--- src/rtl/memory_arbiter_if.sv ---
// Cache-side request/response and RAM-side bus of the shared memory arbiter.
// The arbiter takes the slave view; caches plus RAM together form the master view.
interface memory_arbiter_if;
   logic [1:0]  iREN;
   logic [1:0]  dREN;
   logic [1:0]  dWEN;
   logic [31:0] iaddr0;
   logic [31:0] iaddr1;
   logic [31:0] daddr0;
   logic [31:0] daddr1;
   logic [31:0] dstore0;
   logic [31:0] dstore1;
   logic [1:0]  iwait;
   logic [1:0]  dwait;
   logic [31:0] iload0;
   logic [31:0] iload1;
   logic [31:0] dload0;
   logic [31:0] dload1;
   logic [31:0] ramaddr;
   logic [31:0] ramstore;
   logic        ramREN;
   logic        ramWEN;
   logic [31:0] ramload;
   logic [1:0]  ramstate;

   modport slave (
      input  iREN, dREN, dWEN, iaddr0, iaddr1, daddr0, daddr1, dstore0, dstore1,
      input  ramload, ramstate,
      output iwait, dwait, iload0, iload1, dload0, dload1,
      output ramaddr, ramstore, ramREN, ramWEN
   );

   modport master (
      output iREN, dREN, dWEN, iaddr0, iaddr1, daddr0, daddr1, dstore0, dstore1,
      output ramload, ramstate,
      input  iwait, dwait, iload0, iload1, dload0, dload1,
      input  ramaddr, ramstore, ramREN, ramWEN
   );
endinterface

--- src/rtl/memory_arbiter.sv ---
// Arbitrates two cores' instruction and data requests onto one RAM port,
// data-first with round-robin per class and a starvation guard for instructions.
module memory_arbiter #(
   parameter int unsigned STARVE_LIMIT = 8
) (
   input logic              CLK,
   input logic              nRST,
   memory_arbiter_if.slave  bus
);
   localparam int unsigned CW = 4;
   localparam logic [1:0] RAM_ACCESS = 2'd2;
   localparam logic [1:0] RAM_ERROR  = 2'd3;
   // source encoding: bit 1 = data class, bit 0 = core id
   localparam logic [1:0] SRC_I0 = 2'd0;
   localparam logic [1:0] SRC_I1 = 2'd1;
   localparam logic [1:0] SRC_D0 = 2'd2;
   localparam logic [1:0] SRC_D1 = 2'd3;

   typedef enum logic {IDLE, GRANT} state_t;

   state_t        state, state_nx;
   logic [1:0]    gsrc, gsrc_nx;
   logic          gwr, gwr_nx;
   logic          iptr, iptr_nx;
   logic          dptr, dptr_nx;
   logic [CW-1:0] starve, starve_nx;

   logic [1:0] dreq;
   logic [3:0] req;
   logic       any_i, any_d;
   logic       i_core, d_core;
   logic       i_first, win_d;
   logic [1:0] win_src;
   logic       win_wr;
   logic       granted, access;

   // request vector indexed by source encoding
   always_comb begin
      dreq  = bus.dREN | bus.dWEN;
      req   = {dreq, bus.iREN};
      any_i = |bus.iREN;
      any_d = |dreq;
   end

   // winner selection: round-robin inside a class only on contention
   always_comb begin
      i_core  = (bus.iREN == 2'b11) ? iptr : bus.iREN[1];
      d_core  = (dreq == 2'b11) ? dptr : dreq[1];
      i_first = any_i && (starve == CW'(STARVE_LIMIT));
      win_d   = !i_first && any_d;
      win_src = {win_d, (win_d ? d_core : i_core)};
      win_wr  = win_d && bus.dWEN[d_core];
   end

   always_ff @(posedge CLK or negedge nRST) begin
      if (!nRST) begin
         state  <= IDLE;
         gsrc   <= SRC_I0;
         gwr    <= 1'b0;
         iptr   <= 1'b0;
         dptr   <= 1'b0;
         starve <= '0;
      end else begin
         state  <= state_nx;
         gsrc   <= gsrc_nx;
         gwr    <= gwr_nx;
         iptr   <= iptr_nx;
         dptr   <= dptr_nx;
         starve <= starve_nx;
      end
   end

   // next state, grant latch, pointer and starvation bookkeeping
   always_comb begin
      state_nx  = state;
      gsrc_nx   = gsrc;
      gwr_nx    = gwr;
      iptr_nx   = iptr;
      dptr_nx   = dptr;
      starve_nx = any_i ? starve : '0;
      unique case (state)
         IDLE: begin
            if (|req) begin
               state_nx = GRANT;
               gsrc_nx  = win_src;
               gwr_nx   = win_wr;
            end
         end
         GRANT: begin
            if (bus.ramstate == RAM_ACCESS) begin
               state_nx = IDLE;
               if (gsrc[1]) begin
                  dptr_nx = ~gsrc[0];
                  if (any_i && (starve < CW'(STARVE_LIMIT))) begin
                     starve_nx = starve + CW'(1);
                  end
               end else begin
                  iptr_nx   = ~gsrc[0];
                  starve_nx = '0;
               end
            end else if ((bus.ramstate == RAM_ERROR) || !req[gsrc]) begin
               // error retries via re-arbitration; a dropped request is an abort
               state_nx = IDLE;
            end
         end
         default: state_nx = IDLE;
      endcase
   end

   assign granted = (state == GRANT);
   assign access  = granted && (bus.ramstate == RAM_ACCESS);

   // RAM strobes from the latched grant; load and wait release to the winner
   always_comb begin
      bus.iwait    = 2'b11;
      bus.dwait    = 2'b11;
      bus.iload0   = '0;
      bus.iload1   = '0;
      bus.dload0   = '0;
      bus.dload1   = '0;
      bus.ramaddr  = '0;
      bus.ramstore = '0;
      bus.ramREN   = 1'b0;
      bus.ramWEN   = 1'b0;
      if (granted) begin
         bus.ramREN = !gwr;
         bus.ramWEN = gwr;
         unique case (gsrc)
            SRC_I0: begin
               bus.ramaddr  = bus.iaddr0;
               bus.iload0   = bus.ramload;
               bus.iwait[0] = !access;
            end
            SRC_I1: begin
               bus.ramaddr  = bus.iaddr1;
               bus.iload1   = bus.ramload;
               bus.iwait[1] = !access;
            end
            SRC_D0: begin
               bus.ramaddr  = bus.daddr0;
               bus.ramstore = bus.dstore0;
               bus.dload0   = bus.ramload;
               bus.dwait[0] = !access;
            end
            SRC_D1: begin
               bus.ramaddr  = bus.daddr1;
               bus.ramstore = bus.dstore1;
               bus.dload1   = bus.ramload;
               bus.dwait[1] = !access;
            end
            default: ;
         endcase
      end
   end
endmodule

--- src/flat_wrapper.sv ---
// flat-port wrapper written by rule: the top's interface ports become plain ports
module memory_arbiter_flat 
#(
   parameter int unsigned STARVE_LIMIT = 8
)
  (CLK, nRST, bus_iREN, bus_dREN, bus_dWEN, bus_iaddr0, bus_iaddr1, bus_daddr0, bus_daddr1, bus_dstore0, bus_dstore1, bus_ramload, bus_ramstate, bus_iwait, bus_dwait, bus_iload0, bus_iload1, bus_dload0, bus_dload1, bus_ramaddr, bus_ramstore, bus_ramREN, bus_ramWEN);
  memory_arbiter_if bus_i ();
  input logic CLK;
  input logic nRST;
  input wire logic [$bits(bus_i.iREN)-1:0] bus_iREN;
  input wire logic [$bits(bus_i.dREN)-1:0] bus_dREN;
  input wire logic [$bits(bus_i.dWEN)-1:0] bus_dWEN;
  input wire logic [$bits(bus_i.iaddr0)-1:0] bus_iaddr0;
  input wire logic [$bits(bus_i.iaddr1)-1:0] bus_iaddr1;
  input wire logic [$bits(bus_i.daddr0)-1:0] bus_daddr0;
  input wire logic [$bits(bus_i.daddr1)-1:0] bus_daddr1;
  input wire logic [$bits(bus_i.dstore0)-1:0] bus_dstore0;
  input wire logic [$bits(bus_i.dstore1)-1:0] bus_dstore1;
  input wire logic [$bits(bus_i.ramload)-1:0] bus_ramload;
  input wire logic [$bits(bus_i.ramstate)-1:0] bus_ramstate;
  output wire logic [$bits(bus_i.iwait)-1:0] bus_iwait;
  output wire logic [$bits(bus_i.dwait)-1:0] bus_dwait;
  output wire logic [$bits(bus_i.iload0)-1:0] bus_iload0;
  output wire logic [$bits(bus_i.iload1)-1:0] bus_iload1;
  output wire logic [$bits(bus_i.dload0)-1:0] bus_dload0;
  output wire logic [$bits(bus_i.dload1)-1:0] bus_dload1;
  output wire logic [$bits(bus_i.ramaddr)-1:0] bus_ramaddr;
  output wire logic [$bits(bus_i.ramstore)-1:0] bus_ramstore;
  output wire logic [$bits(bus_i.ramREN)-1:0] bus_ramREN;
  output wire logic [$bits(bus_i.ramWEN)-1:0] bus_ramWEN;
  assign bus_i.iREN = bus_iREN;
  assign bus_i.dREN = bus_dREN;
  assign bus_i.dWEN = bus_dWEN;
  assign bus_i.iaddr0 = bus_iaddr0;
  assign bus_i.iaddr1 = bus_iaddr1;
  assign bus_i.daddr0 = bus_daddr0;
  assign bus_i.daddr1 = bus_daddr1;
  assign bus_i.dstore0 = bus_dstore0;
  assign bus_i.dstore1 = bus_dstore1;
  assign bus_i.ramload = bus_ramload;
  assign bus_i.ramstate = bus_ramstate;
  assign bus_iwait = bus_i.iwait;
  assign bus_dwait = bus_i.dwait;
  assign bus_iload0 = bus_i.iload0;
  assign bus_iload1 = bus_i.iload1;
  assign bus_dload0 = bus_i.dload0;
  assign bus_dload1 = bus_i.dload1;
  assign bus_ramaddr = bus_i.ramaddr;
  assign bus_ramstore = bus_i.ramstore;
  assign bus_ramREN = bus_i.ramREN;
  assign bus_ramWEN = bus_i.ramWEN;
  memory_arbiter #(.STARVE_LIMIT(STARVE_LIMIT)) u_core (.CLK(CLK), .nRST(nRST), .bus(bus_i));
endmodule
--- config.mk ---
export PLATFORM = sky130hd
export DESIGN_NAME = memory_arbiter_flat
export DESIGN_NICKNAME = d
export VERILOG_FILES = /design/src/rtl/memory_arbiter_if.sv /design/src/rtl/memory_arbiter.sv /design/src/flat_wrapper.sv
export SDC_FILE = /design/constraint.sdc
export NUM_CORES = 1
export LEC_CHECK = 0
export ABC_AREA = 1
export BUFFER_PORTS_ARGS = -buffer_cell sky130_fd_sc_hd__buf_4
export CAP_MARGIN = 20
export CORE_AREA = 2 2 170 172
export DETAILED_ROUTE_END_ITERATION = 6
export DIE_AREA = 0 0 172 174
export PLACE_DENSITY_LB_ADDON = 0.15
export SETUP_SLACK_MARGIN = 0.2
export SLEW_MARGIN = 20
export SYNTH_ARGS = -nofsm -noshare
export SYNTH_HDL_FRONTEND = slang
export SYNTH_SLANG_ARGS = --single-unit
--- constraint.sdc ---
create_clock -name CLK -period 1.3 [get_ports CLK]
set_input_delay 0.195 -clock CLK [delete_from_list [all_inputs] [get_ports CLK]]
set_output_delay 0.195 -clock CLK [all_outputs]
set_load 0.05 [all_outputs]
After elaboration in Yosys (flattened, before gate mapping)
Index checks and enable logic that the tools add are counted.

Multiplexer cells: 36. Equality and inequality tests: 8. Bitwise gates (word level): 4. Reduce and logical (&&, ||, !) cells: 17. Order comparisons: 3. $add $sub $neg: 1.

Operators by type and width (count): $mux 32 (10); $pmux 32 s4 (1); $pmux 32 s2 (1); $mux 4 (5); $mux 1 (15); $eq 2x2->1 const B (6); $reduce_and 3->1 (2); $logic_and 1x1->1 (5); $add 4x1->4 const B (1); $eq 4x4->1 const B (1); $logic_not 1->1 (4); $lt 4x4->1 const B (1); $mux 2 (2); $reduce_or 2->1 (2); $reduce_or 4->1 (1); $lt 2x3->1 const B (1); $not 1->1 (3); $bmux 1 s2 (1); $eq 2x1->1 const B (1); $logic_not 2->1 (1); $lt 1x2->1 const B (1); $or 2x2->2 (1); $pmux 1 s2 (1); $reduce_and 2->1 (1); $logic_or 1x1->1 (1).

Input bits: 234. Output and inout bits: 198. Register bits after elaboration: 10.

Longest topological paths before layout
Depth in word-level cells: 8. Mapped depth: 8. Depth with buffers taken out: 8.

Least setup slack after synthesis
OpenSTA, ideal clock, no wires.

Path type: reg-to-output. Start: register u_core.gsrc[1]. End: output port bus_ramaddr[22]. Setup slack: -0.737 ns. Stages on the path, launching flop included: 6. Buffers on the path: 2. Data required time: 1.105 ns. Arrival: 1.842 ns. Path through: dfrtp_1 buf_4 inv_1 clkbuf_1 o21ai_0 a31oi_1.

Cells in the longest elaborated chain, start to end: 3. Elaborated cells between the ends (all ways): 6.

RTL lines: start: declaration (line memory_arbiter.sv:22) `logic [1:0] gsrc, gsrc_nx;`; start signal: assignment (line memory_arbiter.sv:65) `gsrc <= gsrc_nx;`; $eq 2x2->1, or another cell as far along (line memory_arbiter.sv:128) `unique case (gsrc)`; $pmux 32 s4 * (line memory_arbiter.sv:128); $mux 32 * (line memory_arbiter.sv:125) `if (granted) begin`; end: declaration (line flat_wrapper.sv:27) `output wire logic [$bits(bus_i.ramaddr)-1:0] bus_ramaddr;`.

Mark *: on every way between the ends. The rest lies on a longest branch, timed or not.

Worst setup path in the final report
Start: register u_core.gsrc[0]. End: output port bus_ramaddr[18].

The elaborated chain is that of the path after synthesis.

==> impl_metrics.csv <==
group,metric,value,unit
pwr,pwr_density_cell,2820,nW/um^2
placement,routabilityCongestion,0.793,
routing,drt_iter0_markers,88,
pwr,ir_worst_vdd,0.00140,V
sta,grt_setup_unrepaired,"true",
run,maxCapViolCount,0,
global_route,top_usage_layer,"met2",
synth,yosysSeqAreaShare,9.51,%
synth,synth-seq-cells,10,
synth,syn-cell-area,2630,sq um
global_route,grt_overflow_total,0,
synth,synth_compound_area_share,29.2,%
pwr,power.total,0.0359,W
sta,slew_viol_final,0,
sta,fin_worst_skew,0.00177,ns
clocking,htreeDepth,1,
sta,period_needed,1.85,ns
routing,num_vias,6159,
setup_path,path_class,"reg2out",
routing,drt-vias-per-instance,4.11,
routing,routedWlPerCell,18.5,um
synth,yosysTopAreaCellShare,26.5,%
synth,synthCells,558,
finish,nets,1350,
finish,drive_gt1_share,84.7,%
routing,drt_pre_antenna_iters,4,
placement,io_buffer_count,431,
placement,dp_hpwl,18.9,mm
synth,synth_top_area_cell,"nand2_1",
synth,synth_area_leaders,"nand2_1 (27%), nor2_1 (21%), o21ai_0 (14%)",
setup_path,cp_max_fo,8,
finish,area_delta_synth_final,384,%
synth,synthMuxAreaShare,0,%
sta,fmax,0.541,GHz
routing,drc,0,
floorplan,rows,62,
clocking,path_clk_slew,0.04,ns
pwr,power.leakage,5.23,nW
setup_path,end_kind,"output port",
setup_path,cpMaxStageDelayCell,"dfrtp_2",
run_status,violations,"negative setup slack",
sta,tightest_slew,0.257,ns
global_route,grt_max_degree,18,
setup_path,cp.required,1.11,ns
floorplan,die_h,174,um
global_route,use_met2,32.9,%
clocking,insertion_delay,0.25,ns
clocking,cts_buffer_depth,2,
floorplan,die_x,172,um
synth,synth_simple_gate_area_share,48.9,%
setup_path,critPathMaxStageDelay,0.44,ns
synth,synth_top_family_by_area,"simple AND/OR/NAND/NOR gates",
synth,syn-num-nets,794,
global_route,grt_pass1_vias,6365,
global_route,use_met3,3.46,%
sta,finalHoldViolCount,0,
clocking,cts_tree,"done",
setup_path,arrival,1.65,ns
sta,finalWorstSetupSlack,-0.549,ns
floorplan,initial_core_util,9.31,%
setup_path,crit_path_frequent_cell,"buf_6",
global_route,antenna_found_initial,0,
global_route,grt_usage,16.7,%
sta,final-setup-viol-count,207,
min_path,hold_path_class,"in2reg",
routing,wirelength,27.7,mm
run_status,run_status,"finished, violations left",
synth,synth_cell_types,22,
floorplan,die-area,29900,sq um
global_route,grt_pass1_wl,38.1,mm
sta,max_slew_margin,82.8,%
synth,synth_fa_ha_area_share,0.951,%
finish,n_fill_cell,2733,
clocking,cts_made_buffers,3,
routing,ant_nets,0,
clocking,cts_root_buf,"clkbuf_16",
sta,tns,-93.31,ns
clocking,clock-sinks,10,
setup_path,startpoint_type,"flop",
synth,synth_warnings,0,
sta,fin_crit_sh,142,%
setup_path,path_cells,"buf_6 > nand2_8 > clkinv_8 > buf_12 > buf_16 > nand2_2 > a31oi_4 > buf_6",
floorplan,io_pins,432,
floorplan,core_area,28200,sq um
global_route,grt.met1_usage,18.0,%
synth,yosys.area_share.xor_xnor,0,%
synth,syn_avg_cell_area,4.71,sq um
[logic make-up (layout without fill, tap and decap cells)]
| kind of cell | Yosys count | count (layout) |
|---|---|---|
| DFF | 10 | 10 |
| other | 0 | 1 |
| AOI/OAI and AO/OA | 144 | 144 |
| and+or+nand+nor | 339 | 339 |
| adders and majority gates | 2 | 2 |
| buffers and inverters | 63 | 618 |
[metal layers]
metal  wire, um  up-vias
li1           -     2949
met4        549        0
met1       9650     2889
met2      15300      292
met3       2130       29
met5          0        -
[cells in the mapped netlist (all sizes together)]
cell    count
nand2     188
nor2      147
o21ai      74
a21oi      35
a31oi      32
buf        27
clkbuf     19
inv        16
dfrtp      10
nand3       3
ha          2
a22oi       1
clkinv      1
nand4       1
o21a        1
o21bai      1
[sequential cells by signal, summed over array words and instances, names as in the netlist]
signal          count
u_core.starve       4
u_core.granted      1
u_core.gwr          1
u_core.gsrc         2
u_core.dptr         1
u_core.iptr         1
[worst max-delay path, delay by kind of cell (launching register included)]
family,cells,cell delay (ns)
AO/OA/AOI/OAI,1,0.17
AND/OR/NAND/NOR,2,0.13
buffers and inverters,5,0.66
flip-flops,1,0.44
[what timing repair did]
action	4_1_cts	5_1_grt
setup endpoints to repair	208	208
hold buffers	1	0
pin swaps	49	75
resized for setup	458	189
endpoints found under the hold margin	10	0
cloned	21	12
buffers inserted	27	8
[area by class of cell]
type	instances	area [sq um]	area share, %
Sequential cell	10	256	2.02
Inverter	17	146	1.15
Tap cell	384	480	3.77
Clock buffer	4	88.8	0.698
Timing Repair Buffer	596	6860	53.9
Multi-Input combinational cell	485	4880	38.3
Antenna cell	1	2.50	0.0197
Timing Repair inverter	1	11.3	0.0885
[through the flow]
step	setup WS, ns	utilization (%)	hold WS [ns]	cell area (sq um)	std cells
after floorplan	-0.290	-	-0.101	4920	558
after global placement	-0.488	32.4	0.0455	9160	1424
after detailed placement	-0.471	32.4	0.0437	9160	1424
after CTS	-0.568	41.5	0.228	11700	1477
after global routing	-0.593	45.1	0.284	12700	1497
final	-0.549	45.1	0.236	12700	1498
[power by group]
part / switching (W) / internal [W] / leakage, nW
Sequential: 0.000153 / 0.000441 / 0.122
Clock: 0.000178 / 0.000466 / 0.0442
Combinational: 0.0195 / 0.0152 / 5.06
Total: 0.0198 / 0.0161 / 5.23
[worst paths after layout]
| path | from | end | slack [ns] | cells past startpoint |
|---|---|---|---|---|
| worst max-delay path | u_core.gsrc[0] | bus_ramaddr[18] | -0.55 | 8 |
| worst min-delay path | bus_ramstate[1] | u_core.granted | 0.24 | 4 |
| worst max register to register | u_core.gsrc[1] | u_core.granted | -0.27 | 11 |
| worst min register to register | u_core.dptr | u_core.dptr | 0.50 | 1 |
| max in group asynchronous | nRST | u_core.granted | 0.80 | 2 |
| min in group asynchronous | nRST | u_core.starve[2] | 0.33 | 2 |
[cell usage in the layout, fill, tap and decap left out, types with 2 or more instances in the layout]
cell / Yosys / layout
buf_4: 12 / 287
buf_6: 1 / 148
nor2_4: 0 / 131
buf_8: 0 / 87
nand2_1: 186 / 81
nand2_2: 2 / 41
nand2_4: 0 / 37
buf_12: 0 / 35
a31oi_4: 0 / 32
a21oi_4: 0 / 32
o21ai_1: 0 / 31
nand2_8: 0 / 29
buf_16: 0 / 26
o21ai_0: 74 / 20
o21ai_2: 0 / 20
clkbuf_16: 0 / 14
nor2_1: 146 / 13
inv_1: 12 / 7
dfrtp_1: 10 / 7
nor2_2: 1 / 3
o21ai_4: 0 / 3
inv_6: 0 / 2
inv_8: 0 / 2
a21oi_1: 35 / 2
clkinvlp_4: 0 / 2
nand3_1: 3 / 2
ha_1: 2 / 2
dfrtp_2: 0 / 2
Power figures use the tool's default switching activity.
